### config.mk
export PLATFORM = sky130hd
export DESIGN_NAME = alu_mc
export DESIGN_NICKNAME = d
export VERILOG_FILES = /design/src/rtl/alu_mc_pkg.sv /design/src/rtl/alu_iter.sv /design/src/rtl/alu_mc.sv
export SDC_FILE = /design/constraint.sdc
export NUM_CORES = 1
export LEC_CHECK = 0
export CAP_MARGIN = 20
export CORE_MARGIN = 2
export CORE_UTILIZATION = 50
export CTS_CLUSTER_SIZE = 25
export DETAILED_ROUTE_END_ITERATION = 16
export HOLD_SLACK_MARGIN = 0.06
export PLACE_DENSITY = 0.79
export SYNTH_ARGS = -nofsm -noshare
export SYNTH_HDL_FRONTEND = slang
export SYNTH_HIERARCHICAL = 1
export SYNTH_SLANG_ARGS = --single-unit
### constraint.sdc
create_clock -name clk -period 5.45 [get_ports clk]
set_input_delay 1.635 -clock clk [delete_from_list [all_inputs] [get_ports clk]]
set_output_delay 1.635 -clock clk [all_outputs]
set_load 0.02 [all_outputs]
### src/rtl/alu_mc_pkg.sv
// alu_mc_pkg: shared ALU operation codes and FSM state encodings.
// Imported by alu_mc and by the control unit so both agree on ctl values.
// Macro ALU_DIV_EN: when defined, CTL_DIVU is an iterative (multi-cycle) op.
package alu_mc_pkg;

  localparam logic [3:0] CTL_AND   = 4'b0000;
  localparam logic [3:0] CTL_OR    = 4'b0001;
  localparam logic [3:0] CTL_ADD   = 4'b0010;
  localparam logic [3:0] CTL_SUB   = 4'b0110;
  localparam logic [3:0] CTL_SLT   = 4'b0111;
  localparam logic [3:0] CTL_MULTU = 4'b1000;
  localparam logic [3:0] CTL_DIVU  = 4'b1011;
  localparam logic [3:0] CTL_NOR   = 4'b1100;
  localparam logic [3:0] CTL_XOR   = 4'b1101;

  localparam logic [1:0] ST_IDLE = 2'd0;
  localparam logic [1:0] ST_BUSY = 2'd1;
  localparam logic [1:0] ST_DONE = 2'd2;

  // True for codes handled by the iterative datapath rather than in one cycle.
  function automatic logic is_iter_op(input logic [3:0] c);
`ifdef ALU_DIV_EN
    return (c == CTL_MULTU) || (c == CTL_DIVU);
`else
    return (c == CTL_MULTU);
`endif
  endfunction

endpackage

### src/rtl/alu_iter.sv
// alu_iter: iterative unsigned multiply (shift-add) and, with ALU_DIV_EN, restoring divide.
// Latency: load on start, then WIDTH iterations; 'last' is high during the final iteration cycle.
// Backpressure: none internally; hi/lo hold their value once idle until the next start.
// Ports: start loads operands; a,b operands; hi/lo result (product hi/lo, or remainder/quotient);
//        zero flags the result as zero; div (ALU_DIV_EN only) selects divide.
module alu_iter #(
  parameter int WIDTH = 32
) (
  input  logic             clk,
  input  logic             reset,
  input  logic             start,
`ifdef ALU_DIV_EN
  input  logic             div,
`endif
  input  logic [WIDTH-1:0] a,
  input  logic [WIDTH-1:0] b,
  output logic             last,
  output logic [WIDTH-1:0] hi,
  output logic [WIDTH-1:0] lo,
  output logic             zero
);

  localparam int CW = $clog2(WIDTH);

  logic             busy;
  logic [CW-1:0]    cnt;
  logic [WIDTH-1:0] opnd;   // multiplicand, or divisor
  logic [WIDTH:0]   madd;   // hi plus conditional addend, with carry

  assign last = busy && (cnt == CW'(WIDTH - 1));
  assign madd = {1'b0, hi} + (lo[0] ? {1'b0, opnd} : '0);

`ifdef ALU_DIV_EN
  logic           div_r;
  logic [WIDTH:0] shifted;  // partial remainder shifted left, next dividend bit in
  logic [WIDTH:0] trial;    // borrow in trial[WIDTH] means "restore"

  assign shifted = {hi, lo[WIDTH-1]};
  assign trial   = shifted - {1'b0, opnd};
  assign zero    = div_r ? (lo == '0) : ({hi, lo} == '0);
`else
  assign zero    = ({hi, lo} == '0);
`endif

  always_ff @(posedge clk or posedge reset) begin
    if (reset) begin
      busy  <= 1'b0;
      cnt   <= '0;
      opnd  <= '0;
      hi    <= '0;
      lo    <= '0;
`ifdef ALU_DIV_EN
      div_r <= 1'b0;
`endif
    end else if (start) begin
      busy <= 1'b1;
      cnt  <= '0;
      hi   <= '0;
`ifdef ALU_DIV_EN
      div_r <= div;
      opnd  <= div ? b : a;
      lo    <= div ? a : b;
`else
      opnd <= a;
      lo   <= b;
`endif
    end else if (busy) begin
      cnt <= last ? '0 : cnt + 1'b1;
      if (last) busy <= 1'b0;
`ifdef ALU_DIV_EN
      if (div_r) begin
        // Quotient bits shift into lo as dividend bits shift out of it.
        if (!trial[WIDTH]) begin
          hi <= trial[WIDTH-1:0];
          lo <= {lo[WIDTH-2:0], 1'b1};
        end else begin
          hi <= shifted[WIDTH-1:0];
          lo <= {lo[WIDTH-2:0], 1'b0};
        end
      end else begin
        hi <= madd[WIDTH:1];
        lo <= {madd[0], lo[WIDTH-1:1]};
      end
`else
      hi <= madd[WIDTH:1];
      lo <= {madd[0], lo[WIDTH-1:1]};
`endif
    end
  end

endmodule

### src/rtl/alu_mc.sv
// alu_mc: multi-cycle ALU; single-cycle logic/arith ops plus iterative MULTU (and DIVU with ALU_DIV_EN).
// Latency: simple ops 1 cycle from accept to out_valid; MULTU/DIVU WIDTH+1 cycles.
// Backpressure: in_ready only in IDLE; result and out_valid held in DONE until out_ready.
// Ports: clk/reset (async, active-high); in_valid/in_ready/ctl/a/b request side;
//        out_valid/out_ready/out/out_hi/z/ovf result side.
module alu_mc
  import alu_mc_pkg::*;
#(
  parameter int WIDTH = 32
) (
  input  logic             clk,
  input  logic             reset,
  input  logic             in_valid,
  output logic             in_ready,
  input  logic [3:0]       ctl,
  input  logic [WIDTH-1:0] a,
  input  logic [WIDTH-1:0] b,
  output logic             out_valid,
  input  logic             out_ready,
  output logic [WIDTH-1:0] out,
  output logic [WIDTH-1:0] out_hi,
  output logic             z,
  output logic             ovf
);

  logic [1:0]       state;
  logic             iter_sel;   // result comes from the iterative datapath registers
  logic [WIDTH-1:0] res_r;
  logic             z_r;
  logic             ovf_r;

  logic             accept;
  logic             it_start;
  logic             it_last;
  logic             it_zero;
  logic [WIDTH-1:0] it_hi;
  logic [WIDTH-1:0] it_lo;

  logic [WIDTH-1:0] sum;
  logic [WIDTH-1:0] diff;
  logic             ovf_add;
  logic             ovf_sub;
  logic [WIDTH-1:0] res_c;
  logic             ovf_c;

  assign accept    = in_valid && in_ready;
  assign in_ready  = (state == ST_IDLE);
  assign out_valid = (state == ST_DONE);
  assign it_start  = accept && is_iter_op(ctl);

  assign sum     = a + b;
  assign diff    = a + ~b + 1'b1;
  assign ovf_add = (a[WIDTH-1] == b[WIDTH-1])  && (sum[WIDTH-1]  != a[WIDTH-1]);
  assign ovf_sub = (a[WIDTH-1] == ~b[WIDTH-1]) && (diff[WIDTH-1] != a[WIDTH-1]);

  always_comb begin
    res_c = '0;
    ovf_c = 1'b0;
    case (ctl)
      CTL_AND: res_c = a & b;
      CTL_OR:  res_c = a | b;
      CTL_ADD: begin res_c = sum;  ovf_c = ovf_add; end
      CTL_SUB: begin res_c = diff; ovf_c = ovf_sub; end
      // Sign of the true difference, corrected for wrap-around.
      CTL_SLT: res_c = {{(WIDTH-1){1'b0}}, diff[WIDTH-1] ^ ovf_sub};
      CTL_NOR: res_c = ~(a | b);
      CTL_XOR: res_c = a ^ b;
      default: res_c = '0;
    endcase
  end

  always_ff @(posedge clk or posedge reset) begin
    if (reset) begin
      state    <= ST_IDLE;
      iter_sel <= 1'b0;
      res_r    <= '0;
      z_r      <= 1'b0;
      ovf_r    <= 1'b0;
    end else begin
      case (state)
        ST_IDLE: begin
          if (accept) begin
            if (is_iter_op(ctl)) begin
              state    <= ST_BUSY;
              iter_sel <= 1'b1;
            end else begin
              state    <= ST_DONE;
              iter_sel <= 1'b0;
              res_r    <= res_c;
              z_r      <= (res_c == '0);
              ovf_r    <= ovf_c;
            end
          end
        end
        ST_BUSY: if (it_last)   state <= ST_DONE;
        ST_DONE: if (out_ready) state <= ST_IDLE;
        default: state <= ST_IDLE;
      endcase
    end
  end

  alu_iter #(.WIDTH(WIDTH)) u_iter (
    .clk   (clk),
    .reset (reset),
    .start (it_start),
`ifdef ALU_DIV_EN
    .div   (ctl == CTL_DIVU),
`endif
    .a     (a),
    .b     (b),
    .last  (it_last),
    .hi    (it_hi),
    .lo    (it_lo),
    .zero  (it_zero)
  );

  // Iterative results stay in the datapath's own registers; no second copy.
  assign out    = iter_sel ? it_lo   : res_r;
  assign out_hi = iter_sel ? it_hi   : '0;
  assign z      = iter_sel ? it_zero : z_r;
  assign ovf    = iter_sel ? 1'b0    : ovf_r;

endmodule
==> summary.txt <==
STA
  – Final period utilization: about 95%
  – Final Max Slew Viols: 0
  – Final worst setup slack: around 0.28 ns
  – RSZ-0062 raised after global routing: no
  – Setup Skew: approximately 0.010 ns
  – Final Hold Viols: 0
  – Max Clk Rate: between 150 and 200 MHz
  – Setup-failing EPs final: 0
  – Max-Slew Margin vs Limit: between 30 and 40%
  – Actual slew at the worst max-slew pin: 0.992 ns
  – Post-route minimum period: a little over 5 ns

CTS
  – Post-CTS repair timing setup buffer count: 0
  – Cts hold-fix bufs: 0
  – Post-CTS sizing: 0
  – Clk slew on worst S/H paths: ~0.060 ns
  – Num CTS Buffers: 17
  – Clock root buffer: clkbuf_16
  – H-tree Lvls: 4
  – Worst-Skew Late Latency: 0.43 ns
  – Clock sink total: around 140
  – CTS tree: built
  – Maximum buffer depth of the clock tree: 2

Synth
  – Post-synth EDFFs: 0
  – Sequential share of the synthesized area: around a quarter
  – Gate Count Post-Synth: 1817
  – Netlist Area Pre-Place: approximately 15000 um2
  – Main synth FF type: dfrtp_1
  – Synthesis Warnings: 6
  – FF+latch count, synth: 139
  – Ys async rst share: between 90% and 100%
  – Syn_area_per_cell: between 8 and 9 um2
  – Syn Nets: just over 2000
  – Post-synthesis cell type count: 104

Power
  – Comb pwr share: roughly 54%
  – Static Leak: slightly above 8 nW
  – Sw Pwr: roughly 3.0 mW
  – Internal Dissipation: 3.78 mW
  – Reg power frac: 28.4%
  – Clk network pwr share: roughly 18%
  – Max VDD drop: between 0.2 and 0.3 mV
  – Power Dens Cells: about 370 nW/um2
  – Switching share of power: between 40% and 50%

Worst setup path
  – Reg2reg setup slack: ~2.3 ns
  – Cell repeated most along the worst path: inv_1
  – RR Startpoint: u_iter/lo[0]
  – Element type at the critical path end: flip-flop
  – Critical-path top delay cell: nor3_2
  – Reg2reg end: u_iter/hi[26]
  – Critical path data required time: approximately 5.8 ns
  – CP peak stage delay: around 0.50 ns
  – Worst-path cell chain: clkdlybuf4s50_1 > inv_1 > ha_1 > inv_1 > fa_1 > nand2b_4 > a2111o_1 > a211oi_2 > nor3_2 > a2111oi_2 > o41a_1 > or3_1 > o211ai_1 > a211oi_1 > and4bb_1 > a32o_2
  – Crit Path Max Fanout: 5
  – Critical path class: input pin to flip-flop
  – Arrival time worst endpoint: 5.48 ns
  – R2r worst-path depth: 10
  – Crit start category: input pin

Drt
  – Vias per inst: 6.42
  – DRT Wirelength: about 58000 um
  – Antenna Nets Post-Route: 0
  – DR DRC count: 0
  – DR WL/cell: approximately 24 um
  – DR vias: around 16000
  – Starting DRT DRC Count: between 1500 and 2000
  – DR pass1 iterations: 9

Hold path
  – Worst hold path endpoint: u_iter/opnd[28]
  – Hold Crit Start: u_iter/opnd[28]
  – Worst hold path class: flip-flop to flip-flop
  – Worst hold stages: 1

Finish
  – Final core utilization: 63.2%
  – Commonest non-fill, non-tap cell in the layout: buf_4
  – Most frequent cells in the layout: buf_4 (181), nor2_1 (168), nand2_1 (150)
  – Share of layout cells above drive strength 1: ~17%
  – Fin nets: 2266
  – Number of fill cells in the layout: 2462
  – Area grow syn2layout: 24.4%

Die
  – Die width: roughly 170 um
  – Die area: 30600 um2
  – Die Ht: approximately 170 um
  – Row cnt: 62
  – Starting Density: 50.8%
  – Ports: 140
  – CORE AREA: 28800 um2

Job
  – Max-cap violations: 0

GRT
  – GRT Resource Usage Total: between 30% and 40%
  – Vias in the first global route: between 10000 and 15000
  – Total grt overflow: 0
  – Antenna violations before repair: 2
  – First-pass GRT wire length: about 89000 um
  – Largest net degree at the start of global routing: just under 80

Placement
  – RePlAce Congestion: ~1.0
  – Hpwl dp: approximately 46000 um
  – Buffers on Ports: 139
  – Setup slack after placement: -0.0611 ns

Status
  – Status: completed
-- state kept, by name, summed over array words and instances, names as in the netlist --
| signal | flops |
|---|---|
| u_iter/hi | 32 |
| state | 2 |
| res_r | 32 |
| u_iter/lo | 32 |
| ovf_r | 1 |
| z_r | 1 |
| iter_sel | 1 |
| u_iter/busy | 1 |
| u_iter/cnt | 5 |
| u_iter/opnd | 32 |
-- power by group through the flow --
stage	clock (mW)	sequential, mW	combinational (mW)
after floorplan	0	1.71	2.47
after global placement	0	1.91	3.48
after detailed placement	0	1.93	3.55
after CTS	1.20	1.92	3.59
after global routing	1.24	1.98	3.95
final	1.19	1.93	3.67
-- cell families (layout without fill, tap and decap cells) --
group	count (synthesis)	after routing	synth area share [%]
adder cells (fa/ha/maj)	142	142	12.3
flip-flops	139	139	23.8
AO/OA/AOI/OAI	546	546	26.1
other	0	4	0
buffers and inverters	230	478	6.34
XOR/XNOR	27	27	1.62
AND/OR/NAND/NOR	619	619	21.5
multiplexers	114	114	8.39
-- cells in the mapped netlist (7+ instances only) --
cell type / n / area [um2]
a22oi_1: 11 / 82.6
o21ai_0: 109 / 546
a211oi_1: 15 / 113
a211o_1: 10 / 87.6
dfrtp_1: 139 / 3480
nand2b_1: 17 / 106
and2_1: 71 / 444
o21a_1: 20 / 150
clkbuf_1: 65 / 244
buf_2: 24 / 120
or3_1: 15 / 93.8
o21ai_1: 8 / 40.0
mux2i_1: 46 / 460
ha_1: 139 / 1740
nor2_1: 169 / 634
a21o_1: 27 / 203
nor3_1: 31 / 155
a32o_1: 7 / 70.1
buf_1: 17 / 63.8
a221o_1: 14 / 140
nor4_1: 27 / 169
nand4_1: 33 / 206
o211ai_1: 17 / 128
a31oi_1: 19 / 119
mux2_2: 68 / 766
xnor2_1: 14 / 123
a221oi_1: 20 / 175
nand3b_1: 8 / 60.1
and3_1: 13 / 81.3
nor2b_1: 11 / 68.8
o21bai_1: 14 / 105
xor2_1: 13 / 114
nand3_1: 28 / 140
o31ai_1: 14 / 105
nand2_1: 150 / 563
a21oi_1: 139 / 696
o2111ai_1: 11 / 96.3
inv_1: 116 / 435
-- critical path: cells and delay by family --
| family | cells | cell delay (ns) |
|---|---|---|
| and+or+nand+nor | 4 | 1.12 |
| AOI/OAI and AO/OA | 7 | 1.46 |
| adders and majority gates | 2 | 0.62 |
| buffers and inverters | 3 | 0.64 |
-- through the flow --
step	instances	TNS, ns	hold slack, ns	area [um2]	power, mW
global placement	2417	-0.0508	0.483	17600	5.39
global route	2449	0	0.510	18200	7.17
detailed placement	2417	-0.0611	0.489	17600	5.47
floorplan	1817	0	0.460	14600	4.18
finish	2453	0	0.498	18200	6.79
CTS	2449	0	0.500	18200	6.70
-- per-layer routing --
metal	part of all wire, %	vias to the layer above	global-route usage (%)
met4	3.0	0	12.2
met1	43	7590	53.6
met3	9.3	132	6.92
li1	-	7106	-
met5	0	-	0
met2	44	912	58.6
-- how the worst max path moves through the flow --
stage               end  cells after the start  slack, ns  from
floorplan           z_r                     13       0.90  a[0]
global placement    z_r                     15      -0.05  b[6]
detailed placement  z_r                     16      -0.06  a[0]
CTS                 z_r                     16       0.38  a[0]
global route        z_r                     16       0.14  a[0]
finish              z_r                     16       0.28  a[0]
-- area by class of cell --
| cell class | instances | area (um2) | share of cell area [%] |
|---|---|---|---|
| tap | 384 | 480 | 2.64 |
| sequential | 139 | 3480 | 19.2 |
| multi-input combinational | 1448 | 10200 | 56.3 |
| clock buffer | 22 | 464 | 2.55 |
| antenna | 4 | 10.0 | 0.0551 |
| clock inverter | 10 | 140 | 0.771 |
| inverter | 118 | 448 | 2.46 |
| timing repair buffer | 328 | 2910 | 16.0 |
Power figures use the tool's default switching activity.
